## src/rtl/vga_pixel_unpack.sv

```systemverilog
// ----------------------------------------------------------------------------
// vga_pixel_unpack
//
// Unpacks words from an upstream first-word-fall-through FIFO into a stream
// of pixels for the display timing logic. Each FIFO word carries
// PPW = DATA_SIZE/PIXEL_SIZE pixels, least-significant pixel first. A pixel
// request in cycle N produces the registered pixel in cycle N+1. When the
// FIFO cannot supply data, black is substituted and an underflow event is
// recorded. A frame-start pulse realigns the word phase so every frame begins
// on a word boundary, discarding any partially consumed word.
//
// Parameters
//   DATA_SIZE          width of one FIFO word (default 32)
//   PIXEL_SIZE         width of one pixel (default 16); DATA_SIZE/PIXEL_SIZE
//                      must be a power of two in 1..8
//
// Ports
//   CLK                sole clock, all state updates on the rising edge
//   RST                asynchronous active-high reset
//   FIFO_DATA_IN       head word of the upstream FWFT FIFO
//   FIFO_EMPTY_IN      1 = FIFO has no valid head word
//   FIFO_RD_OUT        combinational pop strobe for the head word
//   FRAME_START_IN     single-cycle pulse during vertical blanking
//   PIXEL_REQ_IN       display consumes one pixel this cycle
//   PIXEL_OUT          registered pixel value
//   PIXEL_VALID_OUT    registered; 1 = pixel from FIFO, 0 = black substitute
//   UNDERFLOW_OUT      sticky underflow flag
//   UNDERFLOW_CNT_OUT  saturating underflow event counter
//   UNDERFLOW_CLR_IN   clears the underflow flag and counter
// ----------------------------------------------------------------------------
module vga_pixel_unpack #(
    parameter int DATA_SIZE  = 32,
    parameter int PIXEL_SIZE = 16
) (
    input  logic                  CLK,
    input  logic                  RST,
    input  logic [DATA_SIZE-1:0]  FIFO_DATA_IN,
    input  logic                  FIFO_EMPTY_IN,
    output logic                  FIFO_RD_OUT,
    input  logic                  FRAME_START_IN,
    input  logic                  PIXEL_REQ_IN,
    output logic [PIXEL_SIZE-1:0] PIXEL_OUT,
    output logic                  PIXEL_VALID_OUT,
    output logic                  UNDERFLOW_OUT,
    output logic [15:0]           UNDERFLOW_CNT_OUT,
    input  logic                  UNDERFLOW_CLR_IN
);

    // ------------------------------------------------------------------------
    // Derived constants
    // ------------------------------------------------------------------------
    localparam int PPW   = DATA_SIZE / PIXEL_SIZE;
    // A single-pixel word needs no index; keep a 1-bit register that is held
    // at zero so the rest of the logic does not need zero-width special cases.
    localparam int PTR_W = (PPW > 1) ? $clog2(PPW) : 1;

    localparam logic [15:0] CNT_MAX = 16'hFFFF;

    typedef enum logic [1:0] {
        ST_IDLE   = 2'd0,
        ST_ACTIVE = 2'd1,
        ST_FLUSH  = 2'd2
    } state_t;

    // ------------------------------------------------------------------------
    // Signals
    // ------------------------------------------------------------------------
    state_t                state_reg;
    state_t                state_next;
    logic [PTR_W-1:0]      ptr_reg;
    logic [PTR_W-1:0]      ptr_next;

    logic [PIXEL_SIZE-1:0] pixel_reg;
    logic [PIXEL_SIZE-1:0] pixel_next;
    logic                  valid_reg;
    logic                  valid_next;

    logic                  uflag_reg;
    logic                  uflag_next;
    logic [15:0]           ucnt_reg;
    logic [15:0]           ucnt_next;

    logic                  fifo_rd;
    logic                  uf_event;

    logic [PIXEL_SIZE-1:0] lane [PPW];
    logic [PIXEL_SIZE-1:0] lane_sel;
    logic                  ptr_last;
    logic                  ptr_zero;

    // A request is only serviced as a pixel when no frame start competes
    // with it in the same cycle; frame-start handling always takes priority.
    logic                  req_eff;
    assign req_eff = PIXEL_REQ_IN & ~FRAME_START_IN;

    // ------------------------------------------------------------------------
    // Word -> pixel lanes. Lane k holds bits [k*PIXEL_SIZE +: PIXEL_SIZE];
    // lane 0 is displayed first.
    // ------------------------------------------------------------------------
    genvar gi;
    generate
        for (gi = 0; gi < PPW; gi++) begin : g_lane
            assign lane[gi] = FIFO_DATA_IN[gi*PIXEL_SIZE +: PIXEL_SIZE];
        end

        if (PPW == 1) begin : g_ptr_single
            // Every pixel is the last pixel of its word.
            assign lane_sel = lane[0];
            assign ptr_last = 1'b1;
            assign ptr_zero = 1'b1;
        end else begin : g_ptr_multi
            assign lane_sel = lane[ptr_reg];
            assign ptr_last = (ptr_reg == PTR_W'(PPW - 1));
            assign ptr_zero = (ptr_reg == '0);
        end
    endgenerate

    // ------------------------------------------------------------------------
    // FSM process 1: state and pixel-index registers
    // ------------------------------------------------------------------------
    always_ff @(posedge CLK or posedge RST) begin
        if (RST) begin
            state_reg <= ST_IDLE;
            ptr_reg   <= '0;
        end else begin
            state_reg <= state_next;
            ptr_reg   <= ptr_next;
        end
    end

    // ------------------------------------------------------------------------
    // FSM process 2: next-state and next-index logic
    // ------------------------------------------------------------------------
    always_comb begin
        state_next = state_reg;
        ptr_next   = ptr_reg;
        case (state_reg)
            ST_IDLE: begin
                if (FRAME_START_IN) begin
                    state_next = ST_ACTIVE;
                    ptr_next   = '0;
                end
            end

            ST_ACTIVE: begin
                if (FRAME_START_IN) begin
                    // Realign to a word boundary. A partially consumed word
                    // that cannot be dropped yet (FIFO empty) is dropped as
                    // soon as it shows up, from FLUSH.
                    ptr_next = '0;
                    if (!ptr_zero && FIFO_EMPTY_IN) begin
                        state_next = ST_FLUSH;
                    end
                end else if (req_eff && !FIFO_EMPTY_IN) begin
                    ptr_next = ptr_last ? '0 : ptr_reg + PTR_W'(1);
                end
            end

            ST_FLUSH: begin
                // Frame start here is ignored: the discard is already pending.
                if (!FIFO_EMPTY_IN) begin
                    state_next = ST_ACTIVE;
                end
            end

            default: begin
                state_next = ST_IDLE;
                ptr_next   = '0;
            end
        endcase
    end

    // ------------------------------------------------------------------------
    // FSM process 3: outputs -- FIFO pop, next pixel, underflow event
    // ------------------------------------------------------------------------
    always_comb begin
        fifo_rd    = 1'b0;
        pixel_next = '0;
        valid_next = 1'b0;
        uf_event   = 1'b0;
        case (state_reg)
            ST_IDLE: begin
                // Requests before the first frame start are silently black.
            end

            ST_ACTIVE: begin
                if (FRAME_START_IN) begin
                    // Drop the rest of a partially consumed word.
                    fifo_rd = ~ptr_zero & ~FIFO_EMPTY_IN;
                end else if (req_eff) begin
                    if (!FIFO_EMPTY_IN) begin
                        pixel_next = lane_sel;
                        valid_next = 1'b1;
                        fifo_rd    = ptr_last;
                    end else begin
                        uf_event = 1'b1;
                    end
                end
            end

            ST_FLUSH: begin
                fifo_rd  = ~FIFO_EMPTY_IN;
                uf_event = req_eff;
            end

            default: begin
            end
        endcase
    end

    assign FIFO_RD_OUT = fifo_rd;

    // ------------------------------------------------------------------------
    // Registered pixel output
    // ------------------------------------------------------------------------
    always_ff @(posedge CLK or posedge RST) begin
        if (RST) begin
            pixel_reg <= '0;
            valid_reg <= 1'b0;
        end else begin
            pixel_reg <= pixel_next;
            valid_reg <= valid_next;
        end
    end

    assign PIXEL_OUT       = pixel_reg;
    assign PIXEL_VALID_OUT = valid_reg;

    // ------------------------------------------------------------------------
    // Underflow flag and saturating counter. A clear coinciding with an event
    // restarts the statistics at that event rather than losing it.
    // ------------------------------------------------------------------------
    always_comb begin
        uflag_next = uflag_reg;
        ucnt_next  = ucnt_reg;
        if (UNDERFLOW_CLR_IN) begin
            uflag_next = uf_event;
            ucnt_next  = {15'd0, uf_event};
        end else if (uf_event) begin
            uflag_next = 1'b1;
            if (ucnt_reg != CNT_MAX) begin
                ucnt_next = ucnt_reg + 16'd1;
            end
        end
    end

    always_ff @(posedge CLK or posedge RST) begin
        if (RST) begin
            uflag_reg <= 1'b0;
            ucnt_reg  <= '0;
        end else begin
            uflag_reg <= uflag_next;
            ucnt_reg  <= ucnt_next;
        end
    end

    assign UNDERFLOW_OUT     = uflag_reg;
    assign UNDERFLOW_CNT_OUT = ucnt_reg;

endmodule

```

## config.mk

```make
export PLATFORM = sky130hd
export DESIGN_NAME = vga_pixel_unpack
export DESIGN_NICKNAME = d
export VERILOG_FILES = /design/src/rtl/vga_pixel_unpack.sv
export SDC_FILE = /design/constraint.sdc
export NUM_CORES = 1
export LEC_CHECK = 0
export CELL_PAD_IN_SITES_DETAIL_PLACEMENT = 0
export CELL_PAD_IN_SITES_GLOBAL_PLACEMENT = 1
export CORE_MARGIN = 5
export CORE_UTILIZATION = 29
export DETAILED_ROUTE_END_ITERATION = 16
export PLACE_DENSITY_LB_ADDON = 0.1
export SYNTH_ARGS = -nofsm -noshare
export SYNTH_HDL_FRONTEND = slang
export SYNTH_SLANG_ARGS = --single-unit
```

## constraint.sdc

```tcl
create_clock -name CLK -period 1.8 [get_ports CLK]
set_clock_uncertainty 0.05 [all_clocks]
set_input_delay 0.36 -clock CLK [delete_from_list [all_inputs] [get_ports CLK]]
set_output_delay 0.36 -clock CLK [all_outputs]
set_load 0.01 [all_outputs]
```

==> summary.md, run 1 <==
| Metric | Value |
|---|---|
| Nets | 329 |
| # diodes | 0 |
| Post-route insts no fill | approximately 360 |
| Synth cell types | 42 |
| Minimum clock period | about 1.8 ns |
| Area growth syn-to-layout | 69.91% |
| Vias in the first global route | 1788 |
| Setup TNS Final | -0.1610 ns |
| Slowest-stage cell, CP | dfrtp_1 |
| Total internal power | 1753 µW |
| CTS tree | built |
| Failing checks | negative setup slack |
| Routed vias | 1680 |
| Total die area | 8225 µm² |
| Sequential share of power | 0.371 |
| CP required | 1.93 ns |
| Crit path capture type | flop |
| Fillers | 581 |
| Clk Latency, worst-skew pair | between 0.2 and 0.3 ns |
| Clock network power share | 0.298 |
| CP Cell Sequence | inv_2 > ha_2 > buf_4 > a21oi_4 > buf_6 > nor2_1 > and3_1 > xnor2_1 > o21ai_2 |
| Initial antenna violation count | 0 |
| RSZ-0062 raised after global routing | yes |
| Fin. Hold Viols | 0 |
| Setup-failing EPs final | 7 |
| Post-DP HPWL | 3.885 mm |
| Lkg Pwr | 0.001380 µW |
| Largest net degree at the start of global routing | 21 |
| Number of synthesized register bits | 37 |
| IO Count | 73 |
| Die Ht | 90.69 µm |
| Layout cells sized above 1 | 0.3171 |
| Power share of the combinational group | 0.332 |
| Cell Area, Synth | 1888 µm² |
| Crit Path Category | reg2reg |
| EDFF count, synth | 0 |
| Placed cells | 355 |
| Async S/R FF share, synth | 1.000 |
| Max incr delay on CP | around 0.41 ns |
| Status | complete, but fails checks |
| Most frequent cells in the layout | clkdlybuf4s50_1 (71), buf_4 (37), dfrtp_1 (36), nor2_1 (24), mux2i_1 (18) |
| Worst VDD drop | 314.2 µV |
| Max capacitance violation total | 0 |
| Remaining DRCs | 0 |
| Starting Density | 0.2973 |
| Sw Share | 0.2928 |
| DR pass1 iterations | 4 |
| Sink Count | 37 |
| Synthesized Nets | 218 |
| First-pass GRT wire length | 8.556 mm |
| Final wirelength | 5.037 mm |
| Syn Area/Cell | ~11 µm² |
| Clk root buf | clkbuf_8 |
| Mapped Cells | 175 |
| Syn. warnings | 0 |
| # rows | 29 |
| Worst slew margin | 0.6878 |
| Via density per instance | 4.615 |
| CTS Hold Bufs | 0 |
| Routed wire per std cell | 13.84 µm |
| Fin crit share | 1.020 |
| Achievable frequency | 544.5 MHz |
| GR Overflow Total | 0 |
| Die Wd | about 91 µm |
| Gpl congestion | 0.7471 |
| Htree depth | 2 |
| Net switching power | 725.9 µW |
| Worst setup SP type | flop |
| Post-detailed-route count of antenna-violating nets | 0 |
| DRT iter0 DRCs | 24 |
| CTS Buf Count | 5 |
| Clock-pin slew on the worst setup and hold paths | 0.08 ns |
| Slew @ Worst Pin | 0.4648 ns |
| Seq/Total Area, Yosys | 0.4904 |
| Total track usage | 0.1264 |
| Maximum fanout along the worst path | 5 |
| Core Footprint | ~6300 µm² |
| Hold WC Path Type | in2async |
| Maximum clock insertion buffer count | 2 |
| Data arrival, critical path | just under 2 ns |
| Post-layout worst setup margin | -0.03651 ns |
| Max Slew Vio Count | 0 |
| Power Dens Cells | slightly below 800 nW/µm² |
| IO buf count | 72 |
| Top_reg_cell synth | dfrtp_1 |
| Most common cell after layout, fill and taps aside | clkdlybuf4s50_1 |
| Final Util | 0.5052 |
==> what timing repair did <==
action                                  4_1_cts  5_1_grt
pin swaps                                    11       14
gates resized for setup                      22       10
buffers inserted                              0        1
endpoints found under the setup margin       12       20
==> cells in the mapped netlist, types with 3 or more instances <==
cell / count / share of area
inv_1: 6 / 0.012
nor2_1: 24 / 0.048
nor3_1: 4 / 0.011
dfrtp_1: 37 / 0.49
ha_1: 5 / 0.033
xnor2_1: 5 / 0.023
xor2_1: 6 / 0.028
nand2_1: 7 / 0.014
clkbuf_1: 4 / 0.0079
nand3_1: 6 / 0.016
mux2i_1: 18 / 0.095
nand4b_1: 3 / 0.014
o21ai_2: 11 / 0.051
nand4_1: 3 / 0.0099
nor4_1: 3 / 0.0099
==> per-stage QoR <==
stage                     total power, µW  hold slack [ns]  cell area, µm²  setup slack, ns
after global routing                 2632           0.3920            3208          -0.1421
after detailed placement             1676           0.4299            2960          -0.4244
after CTS                            2504           0.3651            3152         -0.05899
after global placement               1675           0.4156            2960          -0.3645
after floorplan                      1321           0.4185            1893          0.04540
final                                2479           0.3668            3208         -0.03651
==> layer usage <==
layer  vias up  wire, µm  global-route usage  part of all wire
met5         -         0                   0                 0
met4         0        56             0.03722             0.011
met3         7       464             0.05083             0.092
met2        53      2526              0.2203              0.50
met1       783      1989              0.1403              0.39
li1        837         -                   -                 -
==> power groups by stage <==
stage | logic (µW) | clock network [µW] | registers, µW
after detailed placement | 745 | 0 | 931
after global routing | 912 | 794 | 925
after CTS | 828 | 756 | 920
after global placement | 745 | 0 | 929
after floorplan | 373 | 0 | 948
final | 823 | 738 | 919
==> area by class of cell <==
| type | instances | area, µm² | share of cell area |
|---|---|---|---|
| repair buffers | 111 | 1016 | 0.3167 |
| well taps | 77 | 96.34 | 0.03003 |
| inverters | 6 | 22.52 | 0.007020 |
| clock inverters | 3 | 46.29 | 0.01443 |
| flip-flops and latches | 37 | 927.1 | 0.2890 |
| clock buffers | 5 | 68.82 | 0.02145 |
| multi-input cells | 125 | 1031 | 0.3214 |
==> worst paths after layout <==
check                                                from                          endpoint  slack (ns)  cells after the start
worst max-delay path             state_reg[0]$_DFFE_PP0P_  UNDERFLOW_CNT_OUT[4]$_DFFE_PP0P_       -0.04                      9
worst min-delay path                                  RST            PIXEL_OUT[0]$_DFF_PP0_        0.37                      3
worst max register to register   state_reg[0]$_DFFE_PP0P_  UNDERFLOW_CNT_OUT[4]$_DFFE_PP0P_       -0.04                      9
worst min register to register  UNDERFLOW_OUT$_DFFE_PP0P_         UNDERFLOW_OUT$_DFFE_PP0P_        0.44                      1
max in group asynchronous                             RST  UNDERFLOW_CNT_OUT[2]$_DFFE_PP0P_        1.10                      3
min in group CLK                UNDERFLOW_OUT$_DFFE_PP0P_         UNDERFLOW_OUT$_DFFE_PP0P_        0.44                      1
==> kinds of logic after synthesis <==
group / count (synthesis) / synth area share
simple gates: 65 / 0.1836
flops: 37 / 0.4904
compound gates: 25 / 0.1100
mux: 19 / 0.1014
buf+inv: 13 / 0.03048
xor+xnor: 11 / 0.05103
fa+ha+maj: 5 / 0.03313
==> worst max-delay path: cells and delay by family (launching register included) <==
family          cells  cell delay, ns
flops               1            0.41
buf+inv             3            0.36
compound gates      2            0.29
simple gates        2            0.24
fa+ha+maj           1            0.19
xor+xnor            1            0.17
Power figures use the tool's default switching activity.
==> inputs of run 2 (changes only) <==
Settings changed: CAP_MARGIN set to 30.
==> results of run 2 <==
The final DEF is identical to that of run 1; final timing and power are the same.
==> inputs of run 3 (changes only) <==
Settings changed: ABC_AREA set to 1, CORE_ASPECT_RATIO set to 1.25, CORE_UTILIZATION 29 to 28.
==> run 3 against run 2 <==
Clock power grew 2.8%; setup slack improved by 0.11 ns; area after synthesis up 3.9%; the flow now finishes without violations; final area is 2.5% lower.
==> summary.md, run 3 <==
| Metric | Value |
|---|---|
| Status | complete, no violations |
| RSZ-0062 raised after global routing | yes |
| Fin crit share | 0.9602 (-0.06007) |
| Synth Area in XOR/XNOR | 0.04018 (-0.01085) |
| CP top delay family | buffers and inverters |
| Post-detailed-route count of antenna-violating nets | 0 (unchanged) |
| DR pass1 iterations | 4 (unchanged) |
| Synth cell types | 26 (-38%) |
| Top_reg_cell synth | dfrtp_1 |
| Post-DP HPWL | 4.141 mm (+6.6%) |
| Largest area contributor in the netlist | dfrtp_1 |
| Synth Area in Compound Gates | 0.1027 (-0.007328) |
| Remaining DRCs | 0 (unchanged) |
| Hold WC Path Type | in2async |
| CP Cell Sequence | buf_4 > clkdlybuf4s50_1 |
| Lkg Pwr | 0.001331 µW (-3.5%) |
| Clk root buf | clkbuf_8 |
| Htree depth | 2 (unchanged) |
| Syn Area/Cell | 7.879 µm² (-27%) |
| Mapped Cells | 249 (+42%) |
| Largest net degree at the start of global routing | 38 (+81%) |
| Most frequent cells in the layout | nand2_1 (95), clkdlybuf4s50_1 (71), dfrtp_1 (34) |
| Crit Path Category | reg2out |
| Die Ht | 103.6 µm (+14%) |
| Synthesized Nets | 292 (+34%) |
| Synth top cells by count | nand2_1 (96), dfrtp_1 (37), a21oi_1 (20), nor2_1 (18), inv_1 (16) |
| Worst VDD drop | 411.3 µV (+31%) |
| Placed cells | 427 (+20%) |
| Achievable frequency | 578.6 MHz (+6.3%) |
| Slew @ Worst Pin | 0.2771 ns (-0.1876 ns) |
| Max capacitance violation total | 0 (unchanged) |
| Worst slew margin | 0.8146 (+0.1268) |
| Final wirelength | 5.385 mm (+6.9%) |
| Via density per instance | 4.399 (-4.7%) |
| Post-synth top area share | 0.4719 (-0.01845) |
| IO Count | 73 (unchanged) |
| Max Slew Vio Count | 0 (unchanged) |
| Simple-gate share of the synthesized area | 0.3048 (+0.1213) |
| Async S/R FF share, synth | 1.000 (unchanged) |
| Slowest-stage cell, CP | clkdlybuf4s50_1 |
| DRT iter0 DRCs | 63 (+160%) |
| Die Wd | 84.87 µm (-6.4%) |
| Post-layout worst setup margin | 0.07160 ns (+0.1081 ns) |
| Post-Synth Adder-Cell Area | 0.03189 (-0.001247) |
| Power Dens Cells | 841.6 nW/µm² (+8.9%) |
| Place WS | -0.3119 ns (+0.1125 ns) |
| Area growth syn-to-layout | 59.44% |
| Fin. Hold Viols | 0 (unchanged) |
| Routed vias | 1918 (+14%) |
| GR Overflow Total | 0 (unchanged) |
| EDFF count, synth | 0 (unchanged) |
| Sink Count | 37 (unchanged) |
| Total die area | 8791 µm² (+6.9%) |
| Total Power | 2632 µW (+6.2%) |
| Vias in the first global route | 1819 (+1.7%) |
| Max incr delay on CP | 0.53 ns (+0.12 ns) |
| Worst setup SP type | flop |
| Mux cell area share after synthesis | 0 (-0.1014) |
| Layout cells sized above 1 | 0.1561 (-0.1610) |
| Setup-failing EPs final | 0 (-7) |
| # rows | 34 (+17%) |
| Routed wire per std cell | 12.35 µm (-11%) |
| Top post-synthesis cells by area | dfrtp_1 (47%), nand2_1 (18%), a21oi_1 (5.1%) |
| CTS Buf Count | 5 (unchanged) |
| Post-route insts no fill | 436 (+20%) |
| Maximum clock insertion buffer count | 2 (unchanged) |
| Minimum clock period | 1.728 ns (-0.1081 ns) |
| Maximum fanout along the worst path | 5 (unchanged) |
| CP required | 1.39 ns (-0.54 ns) |
| Clk Latency, worst-skew pair | 0.29 ns (about the same) |
| Cell Area, Synth | 1962 µm² (+3.9%) |
| # diodes | 0 (unchanged) |
| Starting Density | 0.2847 (-0.01266) |
| Crit path capture type | output port |
| Crit path buf inv count | 2 (-1) |
| Most common cell after layout, fill and taps aside | nand2_1 |
| Number of synthesized register bits | 37 (unchanged) |
| Dominant cell by count in the synthesized netlist | nand2_1 |
| Total track usage | 0.1267 (+0.0003068) |
| Largest family of logic cells by synthesized area | simple AND/OR/NAND/NOR gates |
| Initial antenna violation count | 0 (unchanged) |
| Clock-pin slew on the worst setup and hold paths | 0.08 ns (about the same) |
| Final Util | 0.4539 (-0.05134) |
| CTS tree | built |
| First-pass GRT wire length | 8.928 mm (+4.3%) |
| Fillers | 721 (+24%) |
| Syn. warnings | 0 (unchanged) |
| Nets | 388 (+18%) |
| Seq/Total Area, Yosys | 0.4719 (-0.01845) |
| Data arrival, critical path | 1.32 ns (-0.65 ns) |
| Worst hold slack | 0.3680 ns (+0.001258 ns) |
| Gpl congestion | 0.8058 (+7.9%) |
| IO buf count | 72 (unchanged) |
| Core Footprint | 6892 µm² (+8.5%) |
[run 3: changes by cell type in the layout (fill, tap and decap cells not counted), sizes merged, moves of 3 or more]
cell,before,now
nand3,6,13
nor3,4,1
buf,40,23
a21oi,3,20
nand4b,3,0
inv,6,17
nand2,7,96
mux2i,18,0
nor4,4,0
[run 3: worst min-delay path: stages]
cell             delay (ns)
clkdlybuf4s50_1        0.39
inv_1                  0.09
buf_12                 0.23
[run 3: worst paths after layout]
kind	end	slack [ns]	cells after the start	startpoint
setup / recovery	UNDERFLOW_CNT_OUT[0]	0.07	2	UNDERFLOW_CNT_OUT[0]$_DFFE_PP0P_
hold / removal	UNDERFLOW_CNT_OUT[14]$_DFFE_PP0P_	0.37	3	RST
setup reg to reg	UNDERFLOW_CNT_OUT[0]$_DFFE_PP0P_	0.16	9	state_reg[0]$_DFFE_PP0P_
hold reg to reg	UNDERFLOW_OUT$_DFFE_PP0P_	0.44	2	UNDERFLOW_OUT$_DFFE_PP0P_
max in group asynchronous	UNDERFLOW_CNT_OUT[10]$_DFFE_PP0P_	1.13	3	RST
min in group CLK	UNDERFLOW_OUT$_DFFE_PP0P_	0.44	2	UNDERFLOW_OUT$_DFFE_PP0P_
[run 3: cells by family after synthesis]
kind of cell,count (synthesis)
xor gates and xnor gates,9
adders and majority gates,5
and+or+nand+nor,139
buffers and inverters,23
AOI/OAI and AO/OA,36
DFF,37
[run 3: metrics by stage]
stage	TNS, ns	area (µm²)
after detailed placement	-2.720	2950
final	0	3128
after global routing	-0.03766	3128
after global placement	-2.699	2950
after floorplan	0	1962
after CTS	0	3069
[run 3: cell type report]
type / count / area, µm² / share of cell area
Timing Repair Buffer: 94 / 913.4 / 0.2920
Inverter: 18 / 67.56 / 0.02160
Clock buffer: 7 / 86.33 / 0.02760
Multi-Input combinational cell: 189 / 988.4 / 0.3160
Clock inverter: 1 / 30.03 / 0.009600
Sequential cell: 37 / 929.6 / 0.2972
Tap cell: 90 / 112.6 / 0.03600
[run 3: timing repair]
item                       CTS  global route
pin swaps                    0             3
hold buffers                 0             0
setup endpoints to repair    1            18
setup buffers                1             0
resized for setup            4            16
[run 3: where the power goes]
part           internal (µW)  leakage, µW  switching [µW]
combinational            449     0.000767             492
clock                    452    0.0000585             307
sequential               894     0.000506            39.5
[run 3: layer usage]
layer / vias to the layer above / wire (µm) / global-route usage
met3: 8 / 421 / 0.04289
met2: 54 / 2843 / 0.2312
met1: 873 / 2029 / 0.1324
li1: 983 / - / -
met4: 0 / 91 / 0.04525
met5: - / 0 / 0
